`config.mk`:
```
export PLATFORM = sky130hd
export DESIGN_NAME = iiitb_r4_booth_mul
export DESIGN_NICKNAME = d
export VERILOG_FILES = /design/src/rtl/iiitb_r4_booth_mul.sv
export SDC_FILE = /design/constraint.sdc
export NUM_CORES = 1
export LEC_CHECK = 0
export ABC_CLOCK_PERIOD_IN_PS = 5240
export CAP_MARGIN = 15
export CELL_PAD_IN_SITES_DETAIL_PLACEMENT = 1
export CELL_PAD_IN_SITES_GLOBAL_PLACEMENT = 1
export CORE_MARGIN = 10
export CORE_UTILIZATION = 26
export CTS_BUF_LIST = sky130_fd_sc_hd__clkbuf_16
export DETAILED_ROUTE_END_ITERATION = 10
export PLACE_DENSITY_LB_ADDON = 0.1
export SLEW_MARGIN = 5
export SYNTH_ARGS = -nofsm -noshare
export SYNTH_HDL_FRONTEND = slang
export SYNTH_SLANG_ARGS = --single-unit
```
`constraint.sdc`:
```
create_clock -name clk -period 5.24 [get_ports clk]
set_input_delay 0.524 -clock clk [delete_from_list [all_inputs] [get_ports clk]]
set_output_delay 0.524 -clock clk [all_outputs]
set_load 0.01 [all_outputs]
```
`src/rtl/iiitb_r4_booth_mul.sv`:
```
// ============================================================================
// Module   : iiitb_r4_booth_mul
// Brief    : Radix-4 Booth sequential multiplier, signed/unsigned, valid/ready.
// Revision : 1.0
// ============================================================================
`default_nettype none

module iiitb_r4_booth_mul #(
    parameter int WIDTH = 8
) (
    input  logic               clk,
    input  logic               reset_n,
    input  logic               in_valid,
    output logic               in_ready,
    input  logic               signed_mode,
    input  logic [WIDTH-1:0]   M,
    input  logic [WIDTH-1:0]   Q,
    input  logic               clear,
    output logic               out_valid,
    input  logic               out_ready,
    output logic [2*WIDTH-1:0] P,
    output logic               busy
);

    localparam int E    = WIDTH + 2;
    localparam int ITER = E / 2;
    localparam int CW   = $clog2(ITER + 1);

    generate
        if ((WIDTH < 4) || ((WIDTH % 2) != 0)) begin : g_width_check
            $error("iiitb_r4_booth_mul: WIDTH must be even and >= 4");
        end
    endgenerate

    typedef enum logic [1:0] {
        IDLE = 2'd0,
        CALC = 2'd1,
        DONE = 2'd2
    } state_t;

    state_t          state;
    logic [E-1:0]    m_ext;
    logic [E-1:0]    q_reg;
    logic [E+1:0]    a_reg;
    logic            q_m1;
    logic [CW-1:0]   count;

    logic [E-1:0]    m_in_ext;
    logic [E-1:0]    q_in_ext;
    logic [E+1:0]    m_wide;
    logic [E+1:0]    term;
    logic [E+1:0]    sum;
    logic [E+1:0]    a_next;
    logic [E-1:0]    q_next;

    // Unsigned operands get two zero bits on top so the Booth recoding sees them as positive.
    assign m_in_ext = {{2{signed_mode & M[WIDTH-1]}}, M};
    assign q_in_ext = {{2{signed_mode & Q[WIDTH-1]}}, Q};

    always_comb begin
        m_wide = {{2{m_ext[E-1]}}, m_ext};
        case ({q_reg[1:0], q_m1})
            3'b001, 3'b010: term = m_wide;
            3'b011:         term = m_wide << 1;
            3'b100:         term = -(m_wide << 1);
            3'b101, 3'b110: term = -m_wide;
            default:        term = '0;
        endcase
        sum    = a_reg + term;
        a_next = {{2{sum[E+1]}}, sum[E+1:2]};
        q_next = {sum[1:0], q_reg[E-1:2]};
    end

    always_ff @(posedge clk or negedge reset_n) begin
        if (!reset_n) begin
            state     <= IDLE;
            in_ready  <= 1'b1;
            out_valid <= 1'b0;
            busy      <= 1'b0;
            P         <= '0;
            m_ext     <= '0;
            q_reg     <= '0;
            a_reg     <= '0;
            q_m1      <= 1'b0;
            count     <= '0;
        end else if (clear) begin
            state     <= IDLE;
            in_ready  <= 1'b1;
            out_valid <= 1'b0;
            busy      <= 1'b0;
        end else begin
            case (state)
                IDLE: begin
                    if (in_valid) begin
                        m_ext    <= m_in_ext;
                        q_reg    <= q_in_ext;
                        a_reg    <= '0;
                        q_m1     <= 1'b0;
                        count    <= CW'(ITER);
                        in_ready <= 1'b0;
                        busy     <= 1'b1;
                        state    <= CALC;
                    end
                end
                CALC: begin
                    a_reg <= a_next;
                    q_reg <= q_next;
                    q_m1  <= q_reg[1];
                    count <= count - 1'b1;
                    if (count == CW'(1)) begin
                        // Product is the low 2*WIDTH bits of {A,Q} after the last shift.
                        P         <= {a_next[2*WIDTH-E-1:0], q_next};
                        out_valid <= 1'b1;
                        busy      <= 1'b0;
                        state     <= DONE;
                    end
                end
                DONE: begin
                    if (out_ready) begin
                        out_valid <= 1'b0;
                        in_ready  <= 1'b1;
                        state     <= IDLE;
                    end
                end
                default: begin
                    state     <= IDLE;
                    in_ready  <= 1'b1;
                    out_valid <= 1'b0;
                    busy      <= 1'b0;
                end
            endcase
        end
    end

endmodule

`default_nettype wire

```
# Word level (Yosys, flattened, before mapping)
# Cells that the tools add are included.
# totals
regBits	56
inputBits	22
word_cells	69
# classes
n_addsub	4
n_eq_ne	16
mux	25
bitwise	3
reduce_logical	11
# ops
op	n
$pmux 12 s4	1
$neg 12->12	2
$pmux 12 s2	1
$reduce_and 3->1	7
$pmux 10 s2	1
$add 12x12->12	1
$mux 12	1
$mux 10	1
$eq 3x3->1 const B	3
$mux 1	9
$ne 3x3->1 const B	3
$pmux 1 s3	3
$mux 2	4
$ne 2x2->1 const B	4
$eq 3x1->1 const B	2
$eq 3x2->1 const B	2
$pmux 2 s3	1
$pmux 3 s2	1
$reduce_or 2->1	2
$mux 3	1
$sub 3x1->3 const B	1
$and 1x1->1	2
$eq 2x1->1 const B	1
$eq 2x2->1 const B	1
4 further kinds	4

# Longest topological paths before layout
# depth
word_depth	5
depth_mapped	16
depth_no_buf	16

# Worst setup path before layout
# No wires, ideal clock.
# synth_path
path_type	register to register
start	register m_ext[2]
end	register a_reg[10]
t_arrival_ns	3.114
t_required_ns	5.112
path_slack_ns	1.998
path_stages_with_launch	17
n_path_buf	1
path_cell_list	dfrtp_1 -> buf_2 -> or4_1 -> o41ai_1 -> nand2_1 -> nor2_1 -> a31o_1 -> a211oi_1 -> a21oi_1 -> ha_1 -> a21o_1 -> a21oi_1 -> nand2b_1 -> o311ai_1 -> xor2_1 -> a21oi_1 -> o22ai_1
# synth_between
elab_chain_cells	4
elab_cells_between_ends	5
# synth_lines
item	line	text
start, declared	42	logic [E-1:0] m_ext;
start signal, assigned	95	m_ext <= m_in_ext;
$neg 12->12 (on tied branches)	66, 65	
$pmux 12 s4 *	62	case ({q_reg[1:0], q_m1})
$add 12x12->12 *	69	sum = a_reg + term;
$pmux 12 s2 *	92	case (state)
end signal, assigned	106	a_reg <= a_next;
end, declared	44	logic [E+1:0] a_reg;
# Every way passes the cells marked *; elsewhere a longest branch is shown, timed or not.
# A chain may end at the register's enable or synchronous reset.

# Worst setup path in the final report
# layout_path
start	register m_ext[0]
end	register a_reg[10]
# The elaborated chain is that of the path after synthesis.

==> summary.md <==
| Metric | Value |
|---|---|
| FF-to-FF End | a_reg[10] |
| Post-Syn Nets | 390 |
| Ant diodes | 0 |
| FP Rows | 41 |
| Maximum VDD drop | 179 µV |
| Post-synthesis instance area | 3350 µm² |
| Initial antenna violation count | 0 |
| Core Area | 12600 µm² |
| Initial drt markers | 95 |
| Max Cap Violations | 0 |
| Fin crit period | 3640 ps |
| Final wirelength | 9420 µm |
| Fin Clk Skew | 9.45 ps |
| Worst hold path class | in -> async |
| Fillers | 1475 |
| Die H | 133 µm |
| Worst-path clk slew | 80 ps |
| Kind of critical path | reg -> reg |
| Slew @ Worst Pin | 1030 ps |
| TNS Setup | 0 ps |
| Worst R2R Path Depth | 16 |
| CTS Hold Bufs | 0 |
| Number of I/O port buffers | 40 |
| Routability Congestion | 0.770 |
| Share of cells above drive strength 1 | 10.9% |
| Max reg flops | 16 |
| Max_slew headroom | 30.8% |
| Critical Path RT | 5430 ps |
| I/O pins | 41 |
| RR Startpoint | m_ext[0] |
| CP endpoint | a_reg[10] |
| Global route overflow | 0 |
| Vias in the first global route | 2886 |
| Initial DRT Pass Iterations | 4 |
| Post-synth top flop | dfrtp_1 |
| GRT Resource Usage Total | 11.1% |
| Fmax | 275 MHz |
| DIE AREA | 17800 µm² |
| Crit path launch type | flip-flop |
| Post-CTS sizing | 0 |
| Starting Density | 26.5% |
| RSZ-0062 raised after global routing | false |
| Vias | 2684 |
| Post-synthesis cell count | 353 |
| Total CTS buffers | 5 |
| CTS tree | done |
| Min Hold Slack | 357 ps |
| Arr. time, crit path | 3830 ps |
| Drt wl/cell | 16.9 µm |
| Vias per cell | 4.83 |
| Post-synthesis sequential area ratio | 40.4% |
| Syn_area_per_cell | 9.48 µm² |
| Root buf cell | clkbuf_16 |
| Pwr Density | 556 nW/µm² |
| Leakage | 1.73 nW |
| First-pass GRT wire length | 15600 µm |
| CTS sink count | 54 |
| Synth Warn # | 0 |
| Htree depth | 2 |
| Pin count of the biggest net entering global routing | 55 |
| CP startpoint | m_ext[0] |
| CTS max path bufs | 2 |
| Reg-to-reg setup timing slack | 1600 ps |
| Number of remaining DRC errors | 0 |
| Status | finished, final reports clean |
| Post-synth EDFFs | 0 |
| Fin nets | 420 |
| Crit path capture type | flip-flop |
| #FFs+latches synth | 54 |
| Max-slew violation count | 0 |
| Postcts setup bufs | 0 |
| Area Growth Syn to Fin | 20.7% |
| Max FO, Critical Path | 5 |
| Skew-Pair Late Insertion Delay | 310 ps |
| Final Hold Fails | 0 |
| FFs w/ async S/R, synth | 100% |
| Crit share post-route | 69.5% |
| Count of final setup violators | 0 |
| Synth unique cells | 59 |
| Post-route ant nets | 0 |
| Hpwl dp | 6700 µm |
| Die Wd | 133 µm |
-- placed cells by master (no fill, tap or decap), types with 4 or more instances in the layout --
cell type,count
a211oi_1,9
nand2b_1,7
a21o_1,4
clkdlybuf4s50_1,39
ha_1,14
a22o_1,5
o21a_1,4
a21oi_1,27
dfrtp_1,53
o21ai_0,26
nor2_1,24
nor2b_1,4
xnor2_1,7
o21bai_1,4
mux2i_1,10
inv_1,13
clkbuf_16,5
nand2_1,42
mux2_2,21
xor2_1,4
nand3_1,5
-- cells by family (layout without fill, tap and decap cells) --
group	after synthesis	after routing	share of synthesized area [%]
muxes	32	32	10.7
xor gates and xnor gates	11	11	2.88
adders and majority gates	15	15	5.83
and+or+nand+nor	107	107	16.6
DFF	54	54	40.4
buffers and inverters	33	64	4.30
AOI/OAI and AO/OA	101	101	19.3
-- worst max-delay path, cell delays in order, from the launching register on --
cell,delay (ps)
dfrtp_1,470
inv_1,130
ha_1,190
nor3b_4,310
nand2_1,130
or2_0,220
a21oi_1,140
a21oi_1,50
mux4_2,480
ha_1,240
a21o_1,200
a21oi_1,280
nand2b_1,150
o311ai_1,110
xor2_1,190
a21oi_1,150
o22ai_1,80
-- stage by stage --
stage	instances	area, µm²	utilization [%]	power [mW]	setup WS (ps)
2_1_floorplan	353	3350	-	1.53	2000
3_3_place_gp	548	3890	30.8	1.90	1680
3_5_place_dp	548	3890	30.8	1.92	1610
4_1_cts	556	4040	32.0	2.29	1580
6_report	556	4040	32.0	2.25	1600
5_1_grt	556	4040	32.0	2.46	1300
-- per-layer routing --
| layer | vias up | GRT usage (%) | part of all wire (%) |
|---|---|---|---|
| met5 | - | 0 | 0 |
| met4 | 0 | 3.87 | 1.2 |
| met3 | 7 | 3.16 | 4.0 |
| met2 | 36 | 16.2 | 43 |
| met1 | 1312 | 15.1 | 51 |
| li1 | 1329 | - | - |
-- power breakdown --
| group | leakage (nW) | switching [mW] | internal, mW |
|---|---|---|---|
| Sequential | 0.690 | 0.196 | 0.573 |
| Combinational | 0.971 | 0.586 | 0.540 |
| Clock | 0.0714 | 0.173 | 0.178 |
| Total | 1.73 | 0.954 | 1.29 |
-- cells in the mapped netlist, drive strengths merged (9+ instances only) --
library cell | count | area share, %
dfrtp | 53 | 40
nand2 | 42 | 4.7
o21ai | 30 | 4.5
a21oi | 27 | 4.0
nor2 | 25 | 3.0
mux2 | 21 | 7.1
ha | 14 | 5.2
inv | 13 | 1.5
buf | 10 | 1.7
clkbuf | 10 | 1.1
mux2i | 10 | 3.0
a211oi | 9 | 2.0
-- final cells by class --
| type | instances | area, µm² | share of cell area (%) |
|---|---|---|---|
| clock buffer | 5 | 125 | 3.10 |
| clock inverter | 3 | 21.3 | 0.527 |
| inverter | 13 | 48.8 | 1.21 |
| multi-input combinational | 266 | 1860 | 46.0 |
| sequential | 54 | 1350 | 33.5 |
| tap | 172 | 215 | 5.33 |
| timing repair buffer | 43 | 418 | 10.3 |
-- how the worst min path moves through the flow --
stage | from | endpoint | slack [ps] | cells past startpoint
floorplan | reset_n | P[0] | 230 | 0
global placement | a_reg[0] | a_reg[0] | 470 | 2
detailed placement | P[10] | P[10] | 480 | 2
CTS | reset_n | m_ext[3] | 400 | 2
global route | reset_n | m_ext[3] | 440 | 2
finish | reset_n | m_ext[3] | 360 | 2
(Power assumes the default switching activity.)
